[src/rtl/hmem_arbiter_if.sv]
// Reset and bus interfaces for hmem_arbiter: both cache miss sides plus the backing-memory port.
// The slave modports are the arbiter's view; master modports belong to the surrounding logic.
interface hmem_rst_if;
  logic reset;

  modport master (output reset);
  modport slave  (input  reset);
endinterface

interface hmem_arbiter_if #(
  parameter int unsigned XLEN = 32
);
  logic            i_req;
  logic [XLEN-1:0] i_addr;
  logic            i_done;
  logic [XLEN-1:0] i_rdata;

  logic            d_req;
  logic [XLEN-1:0] d_addr;
  logic            d_we;
  logic [XLEN-1:0] d_wdata;
  logic            d_done;
  logic [XLEN-1:0] d_rdata;

  logic            mem_req;
  logic            mem_we;
  logic [XLEN-1:0] mem_addr;
  logic [XLEN-1:0] mem_wdata;
  logic            mem_done;
  logic [XLEN-1:0] mem_rdata;

  modport master (
    output i_req, i_addr, d_req, d_addr, d_we, d_wdata, mem_done, mem_rdata,
    input  i_done, i_rdata, d_done, d_rdata, mem_req, mem_we, mem_addr, mem_wdata
  );

  modport slave (
    input  i_req, i_addr, d_req, d_addr, d_we, d_wdata, mem_done, mem_rdata,
    output i_done, i_rdata, d_done, d_rdata, mem_req, mem_we, mem_addr, mem_wdata
  );
endinterface

[src/rtl/hmem_arbiter.sv]
// Burst-granular arbiter giving icache/dcache miss paths one shared higher-memory port.
// Define HMEM_ARB_DCACHE_PRIO_EN for fixed dcache priority; default is round-robin.
module hmem_arbiter #(
  parameter int unsigned LINE_SIZE = 32,
  parameter int unsigned XLEN      = 32
) (
  input logic           clk,
  hmem_rst_if.slave     rst_if,
  hmem_arbiter_if.slave bus
);
  localparam int unsigned WORDS_PER_LINE = LINE_SIZE / (XLEN / 8);
  localparam int unsigned CntW           = $clog2(WORDS_PER_LINE);
  localparam logic [CntW-1:0] LastBeat   = CntW'(WORDS_PER_LINE - 1);

  localparam logic [1:0] StIdle = 2'd0;
  localparam logic [1:0] StOwnI = 2'd1;
  localparam logic [1:0] StOwnD = 2'd2;

  logic [1:0]      state_q, state_d;
  logic [CntW-1:0] beat_q, beat_d;
  logic            own_i, own_d, owner_req, final_beat, release_own, pick_d;

  // Reset forces every port output low in the same cycle, regardless of the held state.
  assign own_i     = (state_q == StOwnI) & ~rst_if.reset;
  assign own_d     = (state_q == StOwnD) & ~rst_if.reset;
  assign owner_req = (own_i & bus.i_req) | (own_d & bus.d_req);

  // A done landing in the cycle the owner drops its request belongs to an abandoned beat.
  assign bus.i_done  = own_i & bus.i_req & bus.mem_done;
  assign bus.d_done  = own_d & bus.d_req & bus.mem_done;
  assign bus.i_rdata = bus.mem_rdata;
  assign bus.d_rdata = bus.mem_rdata;

  assign bus.mem_req   = owner_req;
  assign bus.mem_we    = own_d & bus.d_we;
  assign bus.mem_addr  = own_i ? bus.i_addr : (own_d ? bus.d_addr : '0);
  assign bus.mem_wdata = own_d ? bus.d_wdata : '0;

  assign final_beat  = owner_req & bus.mem_done & (beat_q == LastBeat);
  assign release_own = (own_i & ~bus.i_req) | (own_d & ~bus.d_req) | final_beat;

`ifdef HMEM_ARB_DCACHE_PRIO_EN
  assign pick_d = bus.d_req;
`else
  logic last_d_q;  // 1: dcache held the port most recently

  assign pick_d = bus.d_req & (~bus.i_req | ~last_d_q);

  always_ff @(posedge clk) begin
    if (rst_if.reset) begin
      last_d_q <= 1'b1;
    end else if (release_own) begin
      last_d_q <= own_d;
    end
  end
`endif

  always_comb begin
    state_d = state_q;
    beat_d  = beat_q;
    case (state_q)
      StIdle: begin
        beat_d = '0;
        if (bus.i_req | bus.d_req) begin
          state_d = pick_d ? StOwnD : StOwnI;
        end
      end
      StOwnI, StOwnD: begin
        if (release_own) begin
          state_d = StIdle;
          beat_d  = '0;
        end else if (bus.mem_done) begin
          beat_d = beat_q + 1'b1;
        end
      end
      default: begin
        state_d = StIdle;
        beat_d  = '0;
      end
    endcase
  end

  always_ff @(posedge clk) begin
    if (rst_if.reset) begin
      state_q <= StIdle;
      beat_q  <= '0;
    end else begin
      state_q <= state_d;
      beat_q  <= beat_d;
    end
  end

endmodule

[src/flat_wrapper.sv]
// flat-port wrapper written by rule: the top's interface ports become plain ports
module hmem_arbiter_flat 
#(
  parameter int unsigned LINE_SIZE = 32,
  parameter int unsigned XLEN      = 32
)
  (clk, rst_if_reset, bus_i_req, bus_i_addr, bus_d_req, bus_d_addr, bus_d_we, bus_d_wdata, bus_mem_done, bus_mem_rdata, bus_i_done, bus_i_rdata, bus_d_done, bus_d_rdata, bus_mem_req, bus_mem_we, bus_mem_addr, bus_mem_wdata);
  hmem_rst_if rst_if_i ();
  hmem_arbiter_if #(.XLEN(XLEN)) bus_i ();
  input logic clk;
  input wire logic [$bits(rst_if_i.reset)-1:0] rst_if_reset;
  input wire logic [$bits(bus_i.i_req)-1:0] bus_i_req;
  input wire logic [$bits(bus_i.i_addr)-1:0] bus_i_addr;
  input wire logic [$bits(bus_i.d_req)-1:0] bus_d_req;
  input wire logic [$bits(bus_i.d_addr)-1:0] bus_d_addr;
  input wire logic [$bits(bus_i.d_we)-1:0] bus_d_we;
  input wire logic [$bits(bus_i.d_wdata)-1:0] bus_d_wdata;
  input wire logic [$bits(bus_i.mem_done)-1:0] bus_mem_done;
  input wire logic [$bits(bus_i.mem_rdata)-1:0] bus_mem_rdata;
  output wire logic [$bits(bus_i.i_done)-1:0] bus_i_done;
  output wire logic [$bits(bus_i.i_rdata)-1:0] bus_i_rdata;
  output wire logic [$bits(bus_i.d_done)-1:0] bus_d_done;
  output wire logic [$bits(bus_i.d_rdata)-1:0] bus_d_rdata;
  output wire logic [$bits(bus_i.mem_req)-1:0] bus_mem_req;
  output wire logic [$bits(bus_i.mem_we)-1:0] bus_mem_we;
  output wire logic [$bits(bus_i.mem_addr)-1:0] bus_mem_addr;
  output wire logic [$bits(bus_i.mem_wdata)-1:0] bus_mem_wdata;
  assign rst_if_i.reset = rst_if_reset;
  assign bus_i.i_req = bus_i_req;
  assign bus_i.i_addr = bus_i_addr;
  assign bus_i.d_req = bus_d_req;
  assign bus_i.d_addr = bus_d_addr;
  assign bus_i.d_we = bus_d_we;
  assign bus_i.d_wdata = bus_d_wdata;
  assign bus_i.mem_done = bus_mem_done;
  assign bus_i.mem_rdata = bus_mem_rdata;
  assign bus_i_done = bus_i.i_done;
  assign bus_i_rdata = bus_i.i_rdata;
  assign bus_d_done = bus_i.d_done;
  assign bus_d_rdata = bus_i.d_rdata;
  assign bus_mem_req = bus_i.mem_req;
  assign bus_mem_we = bus_i.mem_we;
  assign bus_mem_addr = bus_i.mem_addr;
  assign bus_mem_wdata = bus_i.mem_wdata;
  hmem_arbiter #(.LINE_SIZE(LINE_SIZE), .XLEN(XLEN)) u_core (.clk(clk), .rst_if(rst_if_i), .bus(bus_i));
endmodule
[config.mk]
export PLATFORM = sky130hd
export DESIGN_NAME = hmem_arbiter_flat
export DESIGN_NICKNAME = d
export VERILOG_FILES = /design/src/rtl/hmem_arbiter_if.sv /design/src/rtl/hmem_arbiter.sv /design/src/flat_wrapper.sv
export SDC_FILE = /design/constraint.sdc
export NUM_CORES = 1
export LEC_CHECK = 0
export BUFFER_PORTS_ARGS = -buffer_cell sky130_fd_sc_hd__buf_4
export CORE_AREA = 2 2 102 104
export CTS_BUF_LIST = sky130_fd_sc_hd__clkbuf_8
export DETAILED_ROUTE_END_ITERATION = 8
export DIE_AREA = 0 0 104 106
export MAX_ROUTING_LAYER = met4
export SLEW_MARGIN = 10
export SYNTH_ARGS = -nofsm -noshare
export SYNTH_HDL_FRONTEND = slang
export SYNTH_SLANG_ARGS = --single-unit
export TNS_END_PERCENT = 30
[constraint.sdc]
create_clock -name clk -period 1.7 [get_ports clk]
set_input_delay 0.34 -clock clk [delete_from_list [all_inputs] [get_ports clk]]
set_output_delay 0.34 -clock clk [all_outputs]
set_load 0.05 [all_outputs]
==> results of run 1 <==
==> metal layers <==
metal	wire, µm	vias to the layer above	share of wire (%)
met1	2250	851	34
met5	0	-	0
met4	76	0	1.2
met2	3760	75	57
li1	-	863	-
met3	494	14	7.5
==> worst max-delay path: stages, from the launching register on <==
cell and delay (ps):
dfxtp_4 350, inv_4 60, ha_4 140, inv_4 40, nor3_4 150, buf_6 170
buf_12 140, a22o_1 140, buf_6 150
==> layout by cell type (no fill, tap or decap), types with 2 or more instances in the layout <==
| master | netlist | routed |
|---|---|---|
| nand2b_1 | 2 | 2 |
| buf_8 | 0 | 33 |
| a22o_4 | 0 | 30 |
| dfxtp_4 | 0 | 2 |
| a22o_1 | 32 | 2 |
| mux2i_1 | 2 | 2 |
| and3_4 | 0 | 23 |
| buf_4 | 69 | 111 |
| and3_1 | 35 | 12 |
| clkbuf_8 | 0 | 3 |
| ha_1 | 5 | 3 |
| ha_4 | 0 | 2 |
| inv_4 | 0 | 3 |
| and4_1 | 2 | 2 |
| buf_12 | 0 | 5 |
| buf_16 | 0 | 2 |
| nor3_1 | 3 | 3 |
| nand4_1 | 3 | 3 |
| nand3_1 | 4 | 4 |
| buf_6 | 1 | 36 |
| dfxtp_1 | 6 | 4 |
==> final timing paths <==
check                                        to                            from  slack (ps)  cells after the start
hold reg to reg   u_core.beat_q[1]$_SDFFE_PP0P_   u_core.beat_q[1]$_SDFFE_PP0P_         530                      2
setup reg to reg   u_core.last_d_q$_SDFFE_PP1P_  u_core.state_q[0]$_SDFFE_PP0P_         120                      7
hold / removal    u_core.beat_q[0]$_SDFFE_PP0P_                    bus_mem_done         460                      3
setup / recovery               bus_mem_addr[31]  u_core.state_q[0]$_SDFFE_PP0P_        -220                      8
==> kinds of logic (layout without fill, tap and decap cells) <==
| group | count (synthesis) | after routing | share of synthesized area [%] |
|---|---|---|---|
| buf+inv | 86 | 196 | 40.0 |
| mux | 2 | 2 | 1.34 |
| simple gates | 56 | 56 | 23.6 |
| fa+ha+maj | 5 | 5 | 4.18 |
| xor+xnor | 1 | 1 | 0.585 |
| compound gates | 38 | 38 | 22.3 |
| flops | 6 | 6 | 8.03 |
==> power by group through the flow <==
stage	combinational, mW	clock [mW]	sequential [mW]
floorplan	1.60	0	0.185
global placement	1.80	0	0.187
detailed placement	1.83	0	0.188
CTS	2.10	0.220	0.203
global route	2.32	0.228	0.210
finish	2.22	0.215	0.207
==> sequential cells by signal, summed over array words and instances (netlist names) <==
signal and flops:
u_core.state_q 2, u_core.last_d_q 1, u_core.beat_q 3
==> cell type report <==
type	instances	area, µm²	area share, %
sequential	6	128	3.67
tap	136	170	4.89
inverter	5	26.3	0.755
timing repair buffer	188	1910	55.0
multi-input combinational	102	1200	34.5
clock buffer	3	41.3	1.19
==> what timing repair did <==
item                       CTS  global route
pin swaps                    1             5
resized for setup           99            40
setup buffers                2             2
setup endpoints to repair   68            68
gates cloned                 2             1
==> through the flow <==
| stage | power (mW) | setup TNS (ps) | hold WS [ps] | setup slack, ps |
|---|---|---|---|---|
| 2_1_floorplan | 1.79 | -1240 | 499 | -31.0 |
| 3_3_place_gp | 1.99 | -49.9 | 516 | -17.9 |
| 3_5_place_dp | 2.02 | -1160 | 533 | -55.5 |
| 4_1_cts | 2.53 | -9650 | 462 | -266 |
| 5_1_grt | 2.76 | -15190 | 475 | -298 |
| 6_report | 2.64 | -12390 | 459 | -216 |
==> flow_summary.json, run 1 <==
{
  "drt_wl_total_um": 6580,
  "critPathKind": "flop to primary output",
  "cts_root_buffer": "clkbuf_8",
  "fill_cells": 1026,
  "yosys_warnings": 0,
  "drt_pre_antenna_iters": 4,
  "fp.dieH_um": 106,
  "post-route-period-util_pct": 113,
  "design.core.area_um2": 10000,
  "final_nets": 445,
  "cp_max_fo": 8,
  "drive_gt1_share_pct": 84.5,
  "met2_usage_pct": 19.2,
  "synth_top_cell_by_area": "buf_4",
  "ant_nets": 0,
  "grt-busiest-layer": "met2",
  "clkPwrFrac_pct": 8.1,
  "worstSetupStartpointType": "flop",
  "final_core_util_pct": 34.8,
  "switching_power_mw": 1.25,
  "ctsHoldBuffers": 0,
  "placed_area_um2": 2790,
  "slew_viol_final": 0,
  "pin_count": 266,
  "timing.slew.headroom_pct": 81.7,
  "remaining_drc_errors": 0,
  "synth_top_area_share_pct": 34.6,
  "cts.sinks": 6,
  "yosys-top-cells-count": "buf_4 (69), and3_1 (35), a22o_1 (32), buf_2 (6), dfxtp_1 (6)",
  "antenna_found_initial": 0,
  "setup_ws_ps": -216,
  "netlist_instances": 194,
  "rsz0062_at_grt": "yes",
  "initialDrtViolationCount": 77,
  "grt_pass1_vias": 1765,
  "diodes": 0,
  "synth.avg_cell_area_um2": 7.71,
  "ir_worst_vdd_mv": 0.242,
  "grtUsageMet3_pct": 4.05,
  "final_area_um2": 3480,
  "cts-htree-levels": 1,
  "die_x_um": 104,
  "cp-end-kind": "primary output",
  "worst-endpoint-arrival_ps": 1580,
  "area_growth_pct": 132,
  "path_clk_slew_ps": 40,
  "maxCapViolCount": 0,
  "cellPowerDensity_nw_per_um2": 760,
  "vias_per_cell": 4.10,
  "use_met1_pct": 11.2,
  "syn_nets": 333,
  "fmax_mhz": 522,
  "finalHoldViolations": 0,
  "comb_power_share_pct": 84.0,
  "synth_flop_cell": "dfxtp_1",
  "port_buffers": 169,
  "grt_overflow": 0,
  "place.gp.congestion": 0.764,
  "p_leak_nw": 1.73,
  "p_sw_share_pct": 47.2,
  "ys_seq_area_share_pct": 8.03,
  "setup_viol": 67,
  "wl_per_cell_um": 14.9,
  "grt_max_degree": 39,
  "detailed_place_hpwl_um": 4850,
  "skew_ps": 3.64,
  "p_int_mw": 1.40,
  "grt_pass1_wl_um": 9390,
  "yosysMostFrequentCell": "buf_4",
  "dp_cells": 430,
  "ys_types": 30,
  "start_util_pct": 15.0,
  "worstMarginPinSlew_ps": 274,
  "syn_area_um2": 1500,
  "synth_edf_count": 0,
  "power_frac_seq_pct": 7.8,
  "ys_async_sr_fraction_pct": 0,
  "dieArea_um2": 11000,
  "layoutNonFillerInstCount": 440,
  "cts_buffer_depth": 2,
  "hold_path_class": "input port to flop",
  "clkLatencyLatePin_ps": 220,
  "period_needed_ps": 1920,
  "rows": 37,
  "cts_buffers": 3,
  "yosys-top-cells-area": "buf_4 (35%), a22o_1 (19%), and3_1 (15%)",
  "ys_ff_latch": 6,
  "required_ps": 1360,
  "tritoncts": "done",
  "failed_checks": "setup timing",
  "vias": 1803,
  "grt_usage_pct": 10.6,
  "status": "complete, but fails checks"
}
No activity file was read; power rests on OpenSTA's default activity.
==> run 2, diff against run 1 <==
--- a/config.mk
+++ b/config.mk
@@ -11,6 +11,7 @@
 export DETAILED_ROUTE_END_ITERATION = 8
 export DIE_AREA = 0 0 104 106
 export MAX_ROUTING_LAYER = met4
+export SETUP_SLACK_MARGIN = 0.2
 export SLEW_MARGIN = 10
 export SYNTH_ARGS = -nofsm -noshare
 export SYNTH_HDL_FRONTEND = slang
==> flow_summary.json, run 2 (synthesis gave the netlist of run 1 again) <==
{
  "p_leak_nw": 1.75,
  "r2r-end": "u_core.last_d_q$_SDFFE_PP1P_",
  "skew_ps": 2.94,
  "antenna_found_initial": 0,
  "hold_depth": 3,
  "port_buffers": 169,
  "regMostFlops": "u_core.beat_q",
  "cts_buffer_depth": 2,
  "area_growth_pct": 129,
  "whs_ps": 462,
  "wl_met3_um": 528,
  "hold_start": "bus_d_req",
  "cp_slowest_cell": "dfxtp_4",
  "grt_max_degree": 35,
  "wl_per_cell_um": 14.6,
  "hold_path_class": "input port to flop",
  "failed_checks": "setup timing",
  "path_buf_inv": 4,
  "finalHoldViolations": 0,
  "worstMarginPinSlew_ps": 423,
  "cp-end-kind": "primary output",
  "slowest_delay_ps": 370,
  "vias_per_cell": 4.09,
  "largest_reg_flops": 3,
  "rsz0062_at_grt": "yes",
  "timing.slew.headroom_pct": 71.7,
  "layout_commonest_cell": "buf_4",
  "drt_pre_antenna_iters": 4,
  "dp_cells": 428,
  "crit_family": "buffers and inverters",
  "vias": 1796,
  "die_x_um": 104,
  "tritoncts": "done",
  "rr_worst_depth": 7,
  "top_regs": "u_core.beat_q: 3 flops, u_core.state_q: 2 flops, u_core.last_d_q: 1 flops",
  "ff2ff_setup_slack_ps": 80,
  "diodes": 0,
  "final_cell_mix": "buf_4 (110), buf_8 (37), buf_6 (33)",
  "p_int_mw": 1.37,
  "drt_wl_total_um": 6410,
  "required_ps": 1360,
  "pin_count": 266,
  "start_util_pct": 15.0,
  "drive_gt1_share_pct": 88.4,
  "path_clk_slew_ps": 40,
  "status": "complete, but fails checks",
  "cts_buffers": 3,
  "cts.sinks": 6,
  "cts_root_buffer": "clkbuf_8",
  "place.gp.congestion": 0.777,
  "wl_met2_um": 3510,
  "fill_cells": 1014,
  "switching_power_mw": 1.24,
  "final_nets": 443,
  "post-route-period-util_pct": 112,
  "cp_max_fo": 8,
  "cts-htree-levels": 1,
  "period_needed_ps": 1910,
  "power.total_mw": 2.60,
  "setup_ws_ps": -208,
  "worst-endpoint-arrival_ps": 1570,
  "grt_overflow": 0,
  "detailed_place_hpwl_um": 4620,
  "dieArea_um2": 11000,
  "drt-met1-wl_um": 2280,
  "layoutNonFillerInstCount": 439,
  "grt_pass1_vias": 1750,
  "ant_nets": 0,
  "rows": 37,
  "p_sw_share_pct": 47.5,
  "power_frac_seq_pct": 8.0,
  "cellPowerDensity_nw_per_um2": 762,
  "ctsHoldBuffers": 0,
  "slew_viol_final": 0,
  "grt_pass1_wl_um": 9090,
  "fmax_mhz": 524,
  "worst_hold_path.endpoint": "u_core.state_q[1]$_SDFFE_PP0P_",
  "reg2reg_from": "u_core.state_q[1]$_SDFFE_PP0P_",
  "clkLatencyLatePin_ps": 230,
  "grt_usage_pct": 10.1,
  "remaining_drc_errors": 0,
  "crit_chain": "inv_4 -> ha_4 -> nor3_4 -> buf_6 -> clkbuf_16 -> a22o_4 -> buf_8",
  "fp.dieH_um": 106,
  "comb_power_share_pct": 83.5,
  "initialDrtViolationCount": 59,
  "dr.max_layer_used": "met4",
  "maxCapViolCount": 0,
  "ir_worst_vdd_mv": 0.560,
  "setup_viol": 67,
  "design.core.area_um2": 10000,
  "critPathKind": "flop to primary output",
  "clkPwrFrac_pct": 8.6,
  "worstSetupStartpointType": "flop"
}
[run 2: final cells by class]
class	instances	area, µm²	share of cell area, %
inverter	5	26.3	0.768
timing repair buffer	186	1880	55.1
tap	136	170	4.98
clock inverter	1	3.75	0.110
clock buffer	3	41.3	1.21
multi-input combinational	102	1170	34.1
sequential	6	128	3.73
[run 2: power groups by stage]
stage,sequential (mW),combinational [mW],clock (mW)
2_1_floorplan,0.202,1.66,0
3_3_place_gp,0.206,1.80,0
3_5_place_dp,0.207,1.82,0
4_1_cts,0.207,2.06,0.227
5_1_grt,0.212,2.27,0.238
6_report,0.207,2.17,0.223
[run 2: worst max path at each step]
stage | from | end | slack [ps] | cells after the start
2_1_floorplan | u_core.state_q[0]$_SDFFE_PP0P_ | bus_mem_addr[10] | 30 | 7
3_3_place_gp | u_core.state_q[1]$_SDFFE_PP0P_ | bus_mem_addr[31] | -10 | 6
3_5_place_dp | u_core.state_q[1]$_SDFFE_PP0P_ | bus_mem_addr[0] | -40 | 6
4_1_cts | u_core.state_q[0]$_SDFFE_PP0P_ | bus_mem_addr[31] | -250 | 7
5_1_grt | u_core.state_q[1]$_SDFFE_PP0P_ | bus_mem_addr[26] | -290 | 7
6_report | u_core.state_q[1]$_SDFFE_PP0P_ | bus_mem_addr[26] | -210 | 7
[run 2: stage by stage]
| step | worst slack [ps] | utilization (%) | area [µm²] | TNS [ps] |
|---|---|---|---|---|
| finish | -208 | 34.2 | 3420 | -9370 |
| global route | -286 | 34.2 | 3420 | -13520 |
| CTS | -249 | 32.6 | 3260 | -10870 |
| detailed placement | -39.2 | 28.3 | 2830 | -670 |
| global placement | -14.4 | 28.3 | 2830 | -50.9 |
| floorplan | 26.8 | - | 1880 | 0 |
[run 2: what timing repair did]
item | in CTS | in global routing
pin swaps | 2 | 11
setup buffers | 0 | 4
setup endpoints to repair | 70 | 74
gates cloned | 0 | 3
resized for setup | 103 | 17
[run 2: tightest hold or removal path, stage by stage]
cell	delay [ps]
buf_4	130
nand4_1	90
o211ai_1	80
[run 2: layer usage]
metal,track usage [%],vias up
met3,2.58,14
met5,-,-
met1,10.4,835
li1,-,859
met4,2.22,0
met2,19.1,88
==> run 3, diff against run 2 <==
--- a/config.mk
+++ b/config.mk
@@ -5,11 +5,12 @@
 export SDC_FILE = /design/constraint.sdc
 export NUM_CORES = 1
 export LEC_CHECK = 0
+export ABC_AREA = 1
 export BUFFER_PORTS_ARGS = -buffer_cell sky130_fd_sc_hd__buf_4
-export CORE_AREA = 2 2 102 104
+export CORE_AREA = 2 2 103 105
 export CTS_BUF_LIST = sky130_fd_sc_hd__clkbuf_8
 export DETAILED_ROUTE_END_ITERATION = 8
-export DIE_AREA = 0 0 104 106
+export DIE_AREA = 0 0 105 107
 export MAX_ROUTING_LAYER = met4
 export SETUP_SLACK_MARGIN = 0.2
 export SLEW_MARGIN = 10
==> constraint.sdc (replaced) <==
create_clock -name clk -period 1.69 [get_ports clk]
set_input_delay 0.338 -clock clk [delete_from_list [all_inputs] [get_ports clk]]
set_output_delay 0.338 -clock clk [all_outputs]
set_load 0.05 [all_outputs]
==> flow_summary.json, run 3 <==
{
  "yosys_warnings": 0,
  "skew_ps": 8.43,
  "clkLatencyLatePin_ps": 230,
  "tritoncts": "done",
  "initialDrtViolationCount": 69,
  "area_growth_pct": 140,
  "synth_top_area_share_pct": 29.2,
  "required_ps": 1350,
  "reg2reg_from": "u_core.state_q[1]$_SDFFE_PP0P_",
  "crit_family": "buffers and inverters",
  "antenna_found_initial": 0,
  "cts_buffers": 3,
  "rsz0062_at_grt": "yes",
  "yosys-top-cells-count": "buf_4 (65), nand2_1 (47), inv_1 (41), nor2_1 (40), nand3_1 (38)",
  "finalHoldViolations": 0,
  "cp-end-kind": "primary output",
  "ys_ff_latch": 6,
  "dieArea_um2": 11200,
  "maxCapViolCount": 0,
  "fp.dieH_um": 107,
  "die_x_um": 105,
  "status": "complete, but fails checks",
  "synth.avg_cell_area_um2": 5.50,
  "hold_start": "bus_mem_done",
  "final_core_util_pct": 39.8,
  "top_regs": "u_core.beat_q: 3 flops, u_core.state_q: 2 flops, u_core.last_d_q: 1 flops",
  "grt_pass1_vias": 2325,
  "ys_async_sr_fraction_pct": 0,
  "final_area_um2": 4020,
  "cp_slowest_cell": "dfxtp_4",
  "post-route-period-util_pct": 109,
  "cts_buffer_depth": 2,
  "cp_max_fo": 7,
  "multi_input_area_um2": 1570,
  "vias_per_cell": 4.06,
  "largest_reg_flops": 3,
  "yosys-top-cells-area": "buf_4 (29%), nand3_1 (11%), nand2_1 (11%)",
  "p_leak_nw": 1.90,
  "vias": 2249,
  "synth_flop_cell": "dfxtp_1",
  "fill_cells": 1028,
  "place.gp.congestion": 0.804,
  "crit_start": "u_core.state_q[0]$_SDFFE_PP0P_",
  "grt_pass1_wl_um": 11300,
  "path_common_cell": "buf_12",
  "syn_nets": 443,
  "cts-htree-levels": 1,
  "grt_usage_pct": 12.7,
  "remaining_drc_errors": 0,
  "ir_worst_vdd_mv": 0.330,
  "fmax_mhz": 542,
  "diodes": 0,
  "power.total_mw": 3.64,
  "yosysMostFrequentCell": "buf_4",
  "grt_overflow": 0,
  "hold_path_class": "input port to flop",
  "regMostFlops": "u_core.beat_q",
  "design.core.area_um2": 10100,
  "ctsHoldBuffers": 0,
  "netlist_instances": 304,
  "period_needed_ps": 1850,
  "cellPowerDensity_nw_per_um2": 905,
  "setup_ws_ps": -156,
  "final_nets": 559,
  "drt_pre_antenna_iters": 4,
  "drive_gt1_share_pct": 73.4,
  "port_buffers": 169,
  "detailed_place_hpwl_um": 5970,
  "wl_per_cell_um": 13.1,
  "worstSetupStartpointType": "flop",
  "timing.slew.headroom_pct": 84.9,
  "ys_seq_area_share_pct": 7.19,
  "failed_checks": "setup timing",
  "drt_wl_total_um": 7250,
  "setup_viol": 56,
  "grt_max_degree": 23,
  "path_clk_slew_ps": 40,
  "slowest_delay_ps": 360,
  "critPathKind": "flop to primary output",
  "crit_chain": "inv_4 -> ha_4 -> nand2_8 -> buf_12 -> buf_12 -> o21ai_4 -> buf_6",
  "worstMarginPinSlew_ps": 226,
  "place_ws_ps": 17.9,
  "pin_count": 266,
  "cts.sinks": 6,
  "seq_area_um2": 125,
  "ant_nets": 0,
  "path_buf_inv": 4,
  "slew_viol_final": 0,
  "start_util_pct": 16.6,
  "synth_top_cell_by_area": "buf_4",
  "synth_edf_count": 0,
  "rows": 37,
  "cts_root_buffer": "clkbuf_8",
  "ys_types": 19,
  "worst-endpoint-arrival_ps": 1510,
  "final_cell_mix": "buf_4 (109), buf_6 (59), inv_1 (38)",
  "placed_area_um2": 3460,
  "syn_area_um2": 1670,
  "layout_commonest_cell": "buf_4"
}
==> run 3: cell types whose count changed after synthesis, moves of 4 or more <==
cell / change
inv_1: +38
nor2_1: +38
buf_4: -4
nand2_1: +46
a22o_1: -32
o21ai_0: +32
nand3_1: +34
and3_1: -35
==> run 3: worst register-to-register path, stage by stage, from the launching register on <==
cell and delay (ps):
dfxtp_2 330, inv_2 70, ha_4 190, buf_8 180
nand3_2 110, nand2_2 100, nand2_2 80, nand3_2 90
nand2_2 50, nor2_1 90, nor2_1 60
==> run 3: power by group <==
part / internal (mW) / leakage [nW] / switching [mW]
sequential: 0.180 / 0.0500 / 0.0334
clock: 0.153 / 0.0216 / 0.0615
combinational: 1.32 / 1.83 / 1.90
==> run 3: cells by family after synthesis <==
| logic type | synth area share, % |
|---|---|
| buffers and inverters | 43.9 |
| AO/OA/AOI/OAI | 10.5 |
| AND/OR/NAND/NOR | 34.2 |
| XOR/XNOR | 0.524 |
| adder cells (fa/ha/maj) | 3.74 |
| flip-flops | 7.19 |
==> run 3: through the flow <==
| step | instances | hold slack [ps] | setup TNS [ps] |
|---|---|---|---|
| 5_1_grt | 554 | 423 | -8830 |
| 3_5_place_dp | 544 | 466 | 0 |
| 6_report | 554 | 413 | -5500 |
| 2_1_floorplan | 304 | 444 | 0 |
| 4_1_cts | 554 | 409 | -6640 |
| 3_3_place_gp | 544 | 453 | 0 |
==> run 3: what timing repair did <==
item | in CTS | in global routing
cloned | 2 | 0
resized for setup | 103 | 11
endpoints found under the setup margin | 70 | 72
setup buffers | 5 | 0
pin swaps | 14 | 4
==> run 3: final cells by class <==
class                   instances  share of cell area, %
repair buffers                193                   48.3
inverters                      43                   4.27
clock buffers                   3                   1.03
multi-input cells             173                   39.1
flip-flops and latches          6                   3.11
well taps                     136                   4.23
==> run 3: routing by layer <==
layer,global-route usage [%],vias to the layer above,part of all wire [%]
met2,23.8,112,54
met4,3.62,0,1.6
met1,13.8,1014,37
met5,-,-,0
li1,-,1102,-
met3,2.31,21,6.6
==> run 3: final timing paths <==
| check | end | slack (ps) | cells after the start |
|---|---|---|---|
| max reg2reg | u_core.state_q[1]$_SDFFE_PP0P_ | 230 | 10 |
| min reg2reg | u_core.beat_q[1]$_SDFFE_PP0P_ | 470 | 2 |
| min | u_core.beat_q[1]$_SDFFE_PP0P_ | 410 | 3 |
| max | bus_mem_addr[26] | -160 | 7 |
